[config.mk]
export PLATFORM = sky130hd
export DESIGN_NAME = dmux8way_scheduler
export DESIGN_NICKNAME = d
export VERILOG_FILES = /design/src/rtl/dmux8way_scheduler.sv
export SDC_FILE = /design/constraint.sdc
export NUM_CORES = 1
export LEC_CHECK = 0
export ABC_AREA = 1
export CORE_MARGIN = 1
export CORE_UTILIZATION = 40
export CTS_CLUSTER_SIZE = 20
export DETAILED_ROUTE_END_ITERATION = 8
export PLACE_DENSITY_LB_ADDON = 0.12
export SYNTH_ARGS = -nofsm -noshare
export SYNTH_HDL_FRONTEND = slang
export SYNTH_SLANG_ARGS = --single-unit
[constraint.sdc]
create_clock -name clk -period 3.77 [get_ports clk]
set_clock_uncertainty 0.2 [all_clocks]
set_input_delay 0.5655 -clock clk [delete_from_list [all_inputs] [get_ports clk]]
set_output_delay 0.5655 -clock clk [all_outputs]
set_load 0.005 [all_outputs]
[src/rtl/dmux8way_scheduler.sv]
// Round-robin scheduler steering one word stream onto 8 enabled lanes via a one-entry buffer.
// Latency: a word accepted at edge N is presented on out_valid/out_data from edge N, departs at N+1 earliest.
// Backpressure: in_ready falls while the buffered word's lane stalls, or when no lane is enabled.
module dmux8way_scheduler #(
    parameter int WIDTH = 16
) (
    input  logic             clk,
    input  logic             rst_n,
    input  logic             in_valid,
    output logic             in_ready,
    input  logic [WIDTH-1:0] in_data,
    input  logic [7:0]       lane_en,
    output logic [7:0]       out_valid,
    input  logic [7:0]       out_ready,
    output logic [WIDTH-1:0] out_data,
    output logic [2:0]       sel,
    output logic             busy,
    output logic [15:0]      xfer_count
);

    typedef enum logic {EMPTY = 1'b0, FULL = 1'b1} state_t;

    state_t           state_q, state_d;
    logic [2:0]       sel_q, sel_d;
    logic [2:0]       ptr_q, ptr_d;
    logic [WIDTH-1:0] data_q, data_d;
    logic [7:0]       valid_q, valid_d;
    logic [15:0]      cnt_q, cnt_d;

    logic       dep;
    logic       load;
    logic [2:0] base;
    logic [2:0] idx;
    logic [2:0] pick;
    logic       found;

    assign busy     = (state_q == FULL);
    assign dep      = busy & out_ready[sel_q];
    assign in_ready = (~busy | dep) & (|lane_en);
    assign load     = in_valid & in_ready;

    // Search base follows the pointer as it will be after a same-cycle departure.
    always_comb begin
        base  = dep ? sel_q + 3'd1 : ptr_q;
        pick  = base;
        found = 1'b0;
        idx   = base;
        for (int k = 0; k < 8; k++) begin
            idx = base + k[2:0];
            if (!found && lane_en[idx]) begin
                pick  = idx;
                found = 1'b1;
            end
        end
    end

    always_comb begin
        state_d = state_q;
        sel_d   = sel_q;
        ptr_d   = ptr_q;
        data_d  = data_q;
        valid_d = valid_q;
        cnt_d   = cnt_q;
        if (dep) begin
            ptr_d   = sel_q + 3'd1;
            cnt_d   = cnt_q + 16'd1;
            state_d = EMPTY;
            valid_d = 8'h00;
        end
        if (load) begin
            data_d  = in_data;
            sel_d   = pick;
            state_d = FULL;
            valid_d = 8'h01 << pick;
        end
    end

    always_ff @(posedge clk or negedge rst_n) begin
        if (!rst_n) begin
            state_q <= EMPTY;
            sel_q   <= 3'd0;
            ptr_q   <= 3'd0;
            data_q  <= '0;
            valid_q <= 8'h00;
            cnt_q   <= 16'd0;
        end else begin
            state_q <= state_d;
            sel_q   <= sel_d;
            ptr_q   <= ptr_d;
            data_q  <= data_d;
            valid_q <= valid_d;
            cnt_q   <= cnt_d;
        end
    end

    assign out_valid  = valid_q;
    assign out_data   = data_q;
    assign sel        = sel_q;
    assign xfer_count = cnt_q;

endmodule

==> results.sh <==
export IMPL_numCtsBuffers=5
export IMPL_maxCapViolations=0
export IMPL_wl_per_cell_um=12.82
export IMPL_grt_use_total_pct=21.37
export IMPL_portBuffers=79
export IMPL_critPathLaunchType="input port"
export IMPL_fmax_mhz=286.6
export IMPL_cp_required_ps=3800
export IMPL_post_place_ws_ps=-91.52
export IMPL_cts_tree="yes"
export IMPL_vias=3015
export IMPL_finalHoldViolCount=0
export IMPL_start_util_pct=41.73
export IMPL_maxSlewViolCount=0
export IMPL_syn_nets=458
export IMPL_dp_cells=608
export IMPL_postSynthAreaPerCell_um2=7.301
export IMPL_cts_max_path_buffers=2
export IMPL_max_slew_margin_pct=31.70
export IMPL_rows=31
export IMPL_period_minus_slack_ps=3489
export IMPL_finalNonFillerCells=620
export IMPL_hold_class="in -> async"
export IMPL_multi_input_area_um2=1712
export IMPL_via_per_inst=4.863
export IMPL_post_route_period_util_pct=92.54
export IMPL_synth_top_flop_cell="dfrtp_1"
export IMPL_drt_initial_drc_count=176
export IMPL_drc_errors=0
export IMPL_setup_viol=0
export IMPL_clkTransAtPathRegs_ps=90
export IMPL_ys_ff_latch=47
export IMPL_crit_type="in -> reg"
export IMPL_holdBufCountCts=0
export IMPL_core_area_um2=7331
export IMPL_die_area_um2=8001
export IMPL_io_pins=80
export IMPL_firstDrtPassIters=4
export IMPL_diodes=0
export IMPL_antenna_found_initial=0
export IMPL_grt_pass1_vias=2923
export IMPL_synthCells=419
export IMPL_grt_max_degree=48
export IMPL_ys_warn_count=0
export IMPL_seqCellArea_um2=1176
export IMPL_drive_gt1_share_pct=15.36
export IMPL_area_delta_synth_final_pct=38.77
export IMPL_crit_start="out_ready[3]"
export IMPL_grt_ovfl_total=0
export IMPL_syn_cell_area_um2=3059
export IMPL_synth_cell_types=36
export IMPL_fp_dieW_um=89.45
export IMPL_ant_nets=0
export IMPL_ys_async_sr_fraction_pct=100.0
export IMPL_root_buffer="clkbuf_8"
export IMPL_r2r_start="sel[0]"
export IMPL_worstSetupEndpointType="flip-flop"
export IMPL_place_detailed_hpwl_mm=6.010
export IMPL_arrival_ps=3520
export IMPL_place_area_um2=4058
export IMPL_status="finished, final reports clean"
export IMPL_worst_pin_slew_ps=1024
export IMPL_routabilityCongestion=0.9206
export IMPL_grt_pass1_wl_mm=13.17
export IMPL_synth_edf_count=0
export IMPL_numClockSinks=47
export IMPL_worst_slack_ps=281.3
export IMPL_insertion_delay_ps=300
export IMPL_drt_total_wl_mm=7.946
export IMPL_die_h_um=89.45
export IMPL_htree_levels=2
export IMPL_nets=559
export IMPL_worstPathMaxFanout=6
export IMPL_stdcell_area_um2=4245
export IMPL_seq_area_frac_synth_pct=38.45
export IMPL_fillers=675
-- flip-flops by register name, indices dropped and copies added (netlist names) --
signal	cells
sel	3
busy	1
ptr_q	3
out_valid	8
out_data	16
xfer_count	16
-- timing repair --
action                     4_1_cts  5_1_grt
setup endpoints to repair        0        9
setup buffers                    0        3
gates resized for setup          0        9
-- logic make-up (layout without fill, tap and decap cells) --
group | after synthesis | after routing | synth area share (%)
XOR/XNOR | 17 | 17 | 5.112
flip-flops | 47 | 47 | 38.45
adder cells (fa/ha/maj) | 4 | 4 | 1.636
AND/OR/NAND/NOR | 284 | 285 | 44.13
AO/OA/AOI/OAI | 17 | 17 | 3.517
buffers and inverters | 50 | 151 | 7.157
-- synthesized netlist by cell type, types with 3 or more instances --
| cell type | instances | share of area, % |
|---|---|---|
| dfrtp_1 | 47 | 38 |
| xnor2_1 | 6 | 1.7 |
| nand4_1 | 9 | 1.8 |
| nand2_2 | 12 | 2.5 |
| nand2_1 | 158 | 19 |
| nand2_4 | 4 | 1.5 |
| clkbuf_1 | 3 | 0.37 |
| o21ai_1 | 5 | 0.82 |
| nand3_1 | 69 | 11 |
| inv_2 | 5 | 0.61 |
| buf_6 | 3 | 1.1 |
| o21ai_0 | 5 | 0.82 |
| xor2_1 | 10 | 2.9 |
| nor2_1 | 13 | 1.6 |
| nand3_2 | 6 | 2.0 |
| ha_1 | 4 | 1.6 |
| o21ai_2 | 3 | 0.86 |
| inv_1 | 34 | 4.2 |
-- placed cells by master, fill, tap and decap left out, drive strengths merged --
cell type / netlist / routed
inv: 40 / 40
bufinv: 0 / 1
nand2: 174 / 174
ha: 4 / 4
xnor2: 6 / 6
nand4: 10 / 10
clkbuf: 3 / 6
dfrtp: 47 / 47
o21ai: 13 / 13
nand3: 77 / 78
clkdlybuf4s50: 0 / 78
and3: 2 / 2
nor3b: 1 / 1
a21oi: 3 / 3
clkinv: 1 / 2
nor2: 15 / 15
nor3: 3 / 3
buf: 6 / 24
xor2: 11 / 11
nand3b: 2 / 2
o41ai: 1 / 1
-- critical path: stages --
cell and delay (ps):
clkdlybuf4s50_1 450, inv_1 40, nand2_1 50, nand3_1 120, nand3_4 150, nand4_1 160, nand2_2 150, ha_2 310
inv_1 100, nand3_1 100, nand2_1 110, nand2_1 80, nand2_2 90, nand3_4 100, nor3_4 250, nand3_2 130
clkinv_2 100, nand2_1 110, nand2_1 100, nand2_1 80, o21ai_1 170
-- per-layer routing --
layer / track usage, % / part of all wire, % / vias to the layer above
li1: - / - / 1544
met1: 28.02 / 46 / 1394
met2: 34.49 / 48 / 68
met3: 4.524 / 4.9 / 9
met4: 8.658 / 1.4 / 0
met5: 0 / 0 / -
-- layout make-up --
cell class	count	area share, %
clock buffer	6	1.945
clock inverter	2	0.8252
inverter	41	3.714
multi-input combinational	323	40.32
sequential	47	27.70
tap	99	2.918
timing repair buffer	102	22.58
-- through the flow --
step | TNS (ps) | hold WS (ps) | utilization [%]
2_1_floorplan | 0 | 69.91 | -
3_3_place_gp | -127.5 | 261.7 | 55.35
3_5_place_dp | -576.1 | 261.7 | 55.35
4_1_cts | 0 | 273.7 | 56.96
5_1_grt | -64.82 | 309.6 | 57.91
6_report | 0 | 234.0 | 57.91
-- worst paths after layout --
path                                 endpoint  slack [ps]  cells after the start
worst max-delay path             out_valid[2]         280                     21
worst min-delay path            xfer_count[8]         230                      1
worst max register to register   out_valid[2]         380                     21
worst min register to register   out_data[14]         280                      2
max in group asynchronous              sel[1]        2500                      1
min in group clk                 out_data[14]         280                      2
Power is left out: the tool's default activity adds up to more than one toggle a clock period on the data nets, which glitch-free logic cannot reach.
